**src/rtl/vga_rect_pkg.sv**
```systemverilog
// Shared definitions for the vga_rect rectangle-fill engine: IOBUS register map,
// framebuffer geometry defaults, FSM state encoding and the framebuffer cursor type.
package vga_rect_pkg;

  localparam logic [31:0] RECT_XY_AD   = 32'h1120_0000;
  localparam logic [31:0] RECT_WH_AD   = 32'h1124_0000;
  localparam logic [31:0] RECT_GO_AD   = 32'h1128_0000;
  localparam logic [31:0] RECT_STAT_AD = 32'h112C_0000;

  localparam int unsigned FB_W_DEF = 80;
  localparam int unsigned FB_H_DEF = 60;

  localparam int unsigned X_W   = 7;
  localparam int unsigned Y_W   = 6;
  localparam int unsigned WA_W  = X_W + Y_W;
  localparam int unsigned COL_W = 8;
  localparam int unsigned BUS_W = 32;

  typedef enum logic {
    IDLE = 1'b0,
    FILL = 1'b1
  } state_e;

  // Packed so that a cursor is bit-for-bit the framebuffer address {y, x}.
  typedef struct packed {
    logic [Y_W-1:0] y;
    logic [X_W-1:0] x;
  } cursor_t;

  function automatic cursor_t mk_cursor(input logic [X_W-1:0] x, input logic [Y_W-1:0] y);
    cursor_t c;
    c.x = x;
    c.y = y;
    return c;
  endfunction

endpackage

```
**src/rtl/vga_rect_clip.sv**
```systemverilog
// Combinational clipper: turns origin/size into inclusive end coordinates clipped
// to the framebuffer, flagging off-screen origins, empty rectangles and clipping.
module vga_rect_clip
  import vga_rect_pkg::*;
#(
  parameter int unsigned FB_W = FB_W_DEF,
  parameter int unsigned FB_H = FB_H_DEF
) (
  input  logic [X_W-1:0] x0_i,
  input  logic [Y_W-1:0] y0_i,
  input  logic [X_W-1:0] w_i,
  input  logic [Y_W-1:0] h_i,
  output logic [X_W-1:0] xe_o,
  output logic [Y_W-1:0] ye_o,
  output logic           clip_o,
  output logic           reject_o,
  output logic           empty_o
);

  // One extra bit on each sum so origin + size can never wrap.
  localparam int unsigned SX_W = X_W + 1;
  localparam int unsigned SY_W = Y_W + 1;

  logic [SX_W-1:0] sum_x;
  logic [SY_W-1:0] sum_y;
  logic            clip_x;
  logic            clip_y;

  always_comb begin
    sum_x    = SX_W'(x0_i) + SX_W'(w_i);
    sum_y    = SY_W'(y0_i) + SY_W'(h_i);
    clip_x   = (sum_x > SX_W'(FB_W));
    clip_y   = (sum_y > SY_W'(FB_H));
    xe_o     = clip_x ? X_W'(FB_W - 1) : X_W'(sum_x - SX_W'(1));
    ye_o     = clip_y ? Y_W'(FB_H - 1) : Y_W'(sum_y - SY_W'(1));
    clip_o   = clip_x || clip_y;
    reject_o = (SX_W'(x0_i) >= SX_W'(FB_W)) || (SY_W'(y0_i) >= SY_W'(FB_H));
    empty_o  = (w_i == '0) || (h_i == '0);
  end

endmodule

```
**src/rtl/vga_rect_fill.sv**
```systemverilog
// IOBUS rectangle-fill engine for the 80x60 framebuffer: one pixel per clock in raster order.
// Define VGA_RECT_OUTLINE_EN to add outline mode (GO data bit 8) that writes only the perimeter.
module vga_rect_fill
  import vga_rect_pkg::*;
#(
  parameter int unsigned FB_W = FB_W_DEF,
  parameter int unsigned FB_H = FB_H_DEF
) (
  input  logic              CLK,
  input  logic              RESET_N,
  input  logic [BUS_W-1:0]  IOBUS_ADDR,
  input  logic [BUS_W-1:0]  IOBUS_OUT,
  input  logic              IOBUS_WR,
  output logic [BUS_W-1:0]  RD_DATA,
  output logic [WA_W-1:0]   FB_WA,
  output logic [COL_W-1:0]  FB_WD,
  output logic              FB_WE,
  output logic              BUSY,
  output logic              DONE
);

  state_e           state_q, state_d;
  cursor_t          cur_q, cur_d;
  cursor_t          start_q, start_d;
  cursor_t          end_q, end_d;
  logic [COL_W-1:0] color_q, color_d;
  logic [X_W-1:0]   x0_sh_q, x0_sh_d;
  logic [Y_W-1:0]   y0_sh_q, y0_sh_d;
  logic [X_W-1:0]   w_sh_q, w_sh_d;
  logic [Y_W-1:0]   h_sh_q, h_sh_d;
  logic             clip_q, clip_d;
  logic             ovr_q, ovr_d;
  logic             busy_q, busy_d;
  logic             last_q, last_d;
  logic             done_q, done_d;
  logic             fb_we_q, fb_we_d;
  cursor_t          fb_wa_q, fb_wa_d;
  logic [COL_W-1:0] fb_wd_q, fb_wd_d;

  logic wr_xy, wr_wh, wr_go, wr_stat;
  logic launch_c;
  logic jump_c;

  logic [X_W-1:0] clip_xe;
  logic [Y_W-1:0] clip_ye;
  logic           clip_hit, clip_reject, clip_empty;

  logic unused_bus_bits;
  assign unused_bus_bits = ^IOBUS_OUT[BUS_W-1:14];

  assign wr_xy   = IOBUS_WR && (IOBUS_ADDR == RECT_XY_AD);
  assign wr_wh   = IOBUS_WR && (IOBUS_ADDR == RECT_WH_AD);
  assign wr_go   = IOBUS_WR && (IOBUS_ADDR == RECT_GO_AD);
  assign wr_stat = IOBUS_WR && (IOBUS_ADDR == RECT_STAT_AD);

  assign launch_c = wr_go && (state_q == IDLE) && !clip_reject && !clip_empty;

  vga_rect_clip #(
    .FB_W (FB_W),
    .FB_H (FB_H)
  ) u_clip (
    .x0_i     (x0_sh_q),
    .y0_i     (y0_sh_q),
    .w_i      (w_sh_q),
    .h_i      (h_sh_q),
    .xe_o     (clip_xe),
    .ye_o     (clip_ye),
    .clip_o   (clip_hit),
    .reject_o (clip_reject),
    .empty_o  (clip_empty)
  );

`ifdef VGA_RECT_OUTLINE_EN
  logic outline_q;

  always_ff @(posedge CLK or negedge RESET_N) begin
    if (!RESET_N) begin
      outline_q <= 1'b0;
    end else if (launch_c) begin
      outline_q <= IOBUS_OUT[8];
    end
  end

  // Interior rows of an outline skip straight from the left edge to the right edge.
  assign jump_c = outline_q && (cur_q.x == start_q.x) &&
                  (cur_q.y != start_q.y) && (cur_q.y != end_q.y);
`else
  assign jump_c = 1'b0;
`endif

  // Next-state and output logic.
  always_comb begin
    state_d = state_q;
    cur_d   = cur_q;
    start_d = start_q;
    end_d   = end_q;
    color_d = color_q;
    x0_sh_d = x0_sh_q;
    y0_sh_d = y0_sh_q;
    w_sh_d  = w_sh_q;
    h_sh_d  = h_sh_q;
    clip_d  = clip_q;
    ovr_d   = ovr_q;
    fb_we_d = 1'b0;
    fb_wa_d = fb_wa_q;
    fb_wd_d = fb_wd_q;
    busy_d  = (state_q == FILL);
    last_d  = 1'b0;
    done_d  = last_q;

    if (wr_xy) begin
      x0_sh_d = IOBUS_OUT[6:0];
      y0_sh_d = IOBUS_OUT[13:8];
    end
    if (wr_wh) begin
      w_sh_d = IOBUS_OUT[6:0];
      h_sh_d = IOBUS_OUT[13:8];
    end
    if (wr_stat) begin
      clip_d = 1'b0;
      ovr_d  = 1'b0;
    end

    case (state_q)
      IDLE: begin
        if (wr_go) begin
          if (clip_reject) begin
            clip_d = 1'b1;
          end else if (clip_empty) begin
            last_d = 1'b1;
          end else begin
            if (clip_hit) begin
              clip_d = 1'b1;
            end
            start_d = mk_cursor(x0_sh_q, y0_sh_q);
            end_d   = mk_cursor(clip_xe, clip_ye);
            cur_d   = mk_cursor(x0_sh_q, y0_sh_q);
            color_d = IOBUS_OUT[7:0];
            state_d = FILL;
          end
        end
      end

      FILL: begin
        fb_we_d = 1'b1;
        fb_wa_d = cur_q;
        fb_wd_d = color_q;
        if (wr_go) begin
          ovr_d = 1'b1;
        end
        if (cur_q.x == end_q.x) begin
          if (cur_q.y == end_q.y) begin
            state_d = IDLE;
            last_d  = 1'b1;
          end else begin
            cur_d.x = start_q.x;
            cur_d.y = cur_q.y + Y_W'(1);
          end
        end else if (jump_c) begin
          cur_d.x = end_q.x;
        end else begin
          cur_d.x = cur_q.x + X_W'(1);
        end
      end

      default: state_d = IDLE;
    endcase
  end

  // State and output registers.
  always_ff @(posedge CLK or negedge RESET_N) begin
    if (!RESET_N) begin
      state_q <= IDLE;
      cur_q   <= '0;
      start_q <= '0;
      end_q   <= '0;
      color_q <= '0;
      x0_sh_q <= '0;
      y0_sh_q <= '0;
      w_sh_q  <= '0;
      h_sh_q  <= '0;
      clip_q  <= 1'b0;
      ovr_q   <= 1'b0;
      busy_q  <= 1'b0;
      last_q  <= 1'b0;
      done_q  <= 1'b0;
      fb_we_q <= 1'b0;
      fb_wa_q <= '0;
      fb_wd_q <= '0;
    end else begin
      state_q <= state_d;
      cur_q   <= cur_d;
      start_q <= start_d;
      end_q   <= end_d;
      color_q <= color_d;
      x0_sh_q <= x0_sh_d;
      y0_sh_q <= y0_sh_d;
      w_sh_q  <= w_sh_d;
      h_sh_q  <= h_sh_d;
      clip_q  <= clip_d;
      ovr_q   <= ovr_d;
      busy_q  <= busy_d;
      last_q  <= last_d;
      done_q  <= done_d;
      fb_we_q <= fb_we_d;
      fb_wa_q <= fb_wa_d;
      fb_wd_q <= fb_wd_d;
    end
  end

  assign RD_DATA = (IOBUS_ADDR == RECT_STAT_AD) ? {29'd0, ovr_q, clip_q, busy_q} : '0;
  assign FB_WA   = fb_wa_q;
  assign FB_WD   = fb_wd_q;
  assign FB_WE   = fb_we_q;
  assign BUSY    = busy_q;
  assign DONE    = done_q;

endmodule

```
**config.mk**
```make
export PLATFORM = sky130hd
export DESIGN_NAME = vga_rect_fill
export DESIGN_NICKNAME = d
export VERILOG_FILES = /design/src/rtl/vga_rect_pkg.sv /design/src/rtl/vga_rect_clip.sv /design/src/rtl/vga_rect_fill.sv
export SDC_FILE = /design/constraint.sdc
export NUM_CORES = 1
export LEC_CHECK = 0
export CORE_MARGIN = 1.5
export CORE_UTILIZATION = 51
export DETAILED_ROUTE_END_ITERATION = 8
export PLACE_DENSITY = 0.81
export SLEW_MARGIN = 10
export SYNTH_ARGS = -nofsm -noshare
export SYNTH_HDL_FRONTEND = slang
export SYNTH_HIERARCHICAL = 1
export SYNTH_SLANG_ARGS = --single-unit
```
**constraint.sdc**
```tcl
create_clock -name CLK -period 3.85 [get_ports CLK]
set_input_delay 0.9625 -clock CLK [delete_from_list [all_inputs] [get_ports CLK]]
set_output_delay 0.9625 -clock CLK [all_outputs]
set_load 0.01 [all_outputs]
```
==> flow_summary_export.csv, run 1 <==
group,metric,value,unit
detailed_routing,routed_via_density,5.661,
cts,cts-root-buf,"clkbuf_8",
placement,gp_congestion,0.8442,
power_and_ir_drop,ir_drop,0.2611,mV
power_and_ir_drop,internal_power,0.001299,W
setup_path,cp.arrival,2800,ps
yosys,synth_top_area_cell,"dfrtp_1",
cts,clockBufferDepth,2,
global_route,grt_max_degree,54,
yosys,synth-warning-count,6,
yosys,synth_top_area_share,43.09,%
detailed_routing,ant_nets,0,
setup_path,cp-end-kind,"output pin",
detailed_routing,top_layer,"met4",
finish,fillers,818,
cts,cts_sinks,94,
timing,worst_pin_slew,735.5,ps
detailed_routing,vias,4138,
global_route,gr-total-overflow,0,
timing,layout_worst_path_cycle_share,97.69,%
global_route,grt_pass1_vias,4060,
timing,fin_setup_tns,0,ps
finish,area_growth,18.89,%
placement,pre_cts_ws,-583.8,ps
timing,rsz0062_at_grt,"no",
timing,drv_slew,0,
finish,fin_nets,676,
detailed_routing,drc,0,
floorplanning,dieArea,11330,sq um
floorplanning,die_y,106.5,um
yosys,ys_types,63,
floorplanning,start_util,52.64,%
job,drv_cap,0,
setup_path,crit_path_start_kind,"input pin",
yosys,syn_area_per_cell,10.81,sq um
global_route,grt_pass1_wl,19.34,mm
timing,post-route-min-period,3761,ps
placement,hpwl,8.896,mm
finish,register_area,2352,sq um
yosys,syn_area,5459,sq um
detailed_routing,dr.pass1.iters,4,
placement,place_area,6309,sq um
global_route,grtUsageTotal,21.52,%
detailed_routing,wirelength,11.78,mm
floorplanning,io_pins,123,
power_and_ir_drop,seq_power_share,57.3,%
setup_path,worstPathRequired,2890,ps
cts,clk_pin_slew,90,ps
yosys,syn_inst,505,
timing,fmax,265.9,MHz
cts,clk_latency,370,ps
timing,relSlewSlack,50.59,%
min_path,hold_path_class,"reg -> reg",
timing,finalSetupViolCount,0,
global_route,antenna_found_initial,0,
power_and_ir_drop,p_comb_share,5.7,%
timing,fin_skew,7.441,ps
detailed_routing,drt_iter0_drc,201,
power_and_ir_drop,p_leak,2.986,nW
cts,cts_buffers,9,
setup_path,path_class,"in -> out",
power_and_ir_drop,p_switching,0.0004206,W
power_and_ir_drop,switching_share,24.45,%
detailed_routing,post_drt_wl_per_cell,16.12,um
cts,cts_tree,"done",
timing,setup_slack,88.98,ps
timing,hold_viol_final,0,
floorplanning,core-area,10370,sq um
setup_path,cp_max_fo,4,
finish,multi_input_area,2858,sq um
power_and_ir_drop,power_density,265.0,nW/um^2
status,status,"completed",
floorplanning,die_width,106.5,um
finish,n_antenna_cell,0,
yosys,ys_seq_elements,94,
yosys,synth_edf_count,0,
detailed_routing,wl_met3,446,um
yosys,synth_seq_area_share,43.09,%
finish,drive_above_1_share,22.18,%
finish,post-route-cell-area,6490,sq um
yosys,synth_ff_type,"dfrtp_1",
floorplanning,num_rows,37,
detailed_routing,drt-met1-wl,5.045,mm
yosys,synthArstFlopShare,100.0,%
detailed_routing,wl_met2,6.043,mm
cts,h-tree-depth,3,
placement,portBuffers,75,
power_and_ir_drop,clock_power_share,37.0,%
yosys,synth.area.top_cells,"dfrtp_1 (43%), mux2_2 (16%), buf_4 (4.4%)",
cells by family after synthesis:
family                     after synthesis  synth area share (%)
AOI/OAI and AO/OA                       84                 10.41
xor gates and xnor gates                24                 3.851
adders and majority gates               19                 4.630
buffers and inverters                   63                 6.784
DFF                                     94                 43.09
muxes                                   81                 16.59
other                                    1               0.06869
and+or+nand+nor                        139                 14.58
synth_stat cells (6+ instances only):
cell and n:
nand4_1 7, xor2_1 6, xnor2_1 18, nor4_1 10, ha_1 17, a21oi_1 23, buf_4 32, o211ai_1 10
nor3_1 8, nor4b_1 7, dfrtp_1 94, inv_1 16, nand2_1 23, nor2_1 27, mux2_2 76, a31oi_1 6
o21ai_0 15, and3_1 8, nand3_1 16
per-layer routing:
layer | vias to the layer above | global-route usage [%]
li1 | 1961 | -
met2 | 105 | 37.51
met1 | 2052 | 26.46
met5 | - | 0
met3 | 20 | 4.353
met4 | 0 | 7.619
metrics by stage:
step	hold WS, ps	power, W	instances	util, %
3_3_place_gp	334.8	0.001102	715	60.83
6_report	356.8	0.001720	731	62.58
2_1_floorplan	331.2	0.001046	533	-
4_1_cts	359.4	0.001736	731	62.58
5_1_grt	366.0	0.001791	731	62.58
3_5_place_dp	337.9	0.001105	715	60.83
timing repair:
action,CTS,global route
pin swaps,6,1
setup buffers,1,0
setup endpoints to repair,3,3
gates resized for setup,18,0
hold buffers,0,0
cells in the final DEF, fill, tap and decap left out, types with 16 or more instances in the layout:
master           count
ha_1                17
conb_1              29
clkdlybuf4s50_1     67
nand2_1             23
dfrtp_1             94
mux2_2              76
inv_1               16
nor2_1              27
buf_4               18
nand3_1             16
a21oi_1             23
xnor2_1             18
power by group through the flow:
stage / sequential, W / combinational [W] / clock [W]
after global routing: 0.000987 / 0.000107 / 0.000697
after global placement: 0.00101 / 0.0000965 / 0
after floorplan: 0.00101 / 0.0000394 / 0
after CTS: 0.000986 / 0.0000981 / 0.000651
after detailed placement: 0.00101 / 0.0000990 / 0
final: 0.000986 / 0.0000976 / 0.000636
final timing paths:
path                            slack [ps]          to          start  depth (start not counted)
worst min-delay path                   360        DONE         done_d                          0
worst min register to register         360        DONE         done_d                          0
worst max-delay path                    90  RD_DATA[1]  IOBUS_ADDR[9]                          6
max in group asynchronous             2460    FB_WD[3]        RESET_N                          2
worst max register to register         810      clip_q      h_sh_q[0]                         12
min in group asynchronous              610  y0_sh_q[2]        RESET_N                          1
final cells by class:
| type | instances | share of cell area (%) |
|---|---|---|
| Inverter | 17 | 0.9832 |
| Timing Repair Buffer | 92 | 13.19 |
| Tap cell | 136 | 2.622 |
| Clock buffer | 10 | 2.121 |
| Sequential cell | 94 | 36.24 |
| Clock inverter | 6 | 0.8097 |
| Multi-Input combinational cell | 376 | 44.03 |
critical path, cell delays in order:
cell and delay (ps):
dlygate4sd2_1 240, or4_4 530, or4b_4 570, nor3_4 180, and3_1 180, buf_2 130
state kept, by name (all words and copies together), names as in the netlist:
signal and count:
FB_WA 13, cur_q 13, end_q 13, FB_WD 8, color_q 8, start_q 7, w_sh_q 7, x0_sh_q 7
h_sh_q 6, y0_sh_q 6, BUSY 1, DONE 1, busy_d 1, clip_q 1, done_d 1, ovr_q 1
Note: power is estimated with default switching activity, not from simulation.
==> inputs of run 2 (changes only) <==
--- a/config.mk
+++ b/config.mk
@@ -9,7 +9,6 @@
 export CORE_UTILIZATION = 51
 export DETAILED_ROUTE_END_ITERATION = 8
 export PLACE_DENSITY = 0.81
-export SLEW_MARGIN = 10
 export SYNTH_ARGS = -nofsm -noshare
 export SYNTH_HDL_FRONTEND = slang
 export SYNTH_HIERARCHICAL = 1
==> results of run 2 <==
No change in the layout: final DEF, timing and power equal those of run 1.
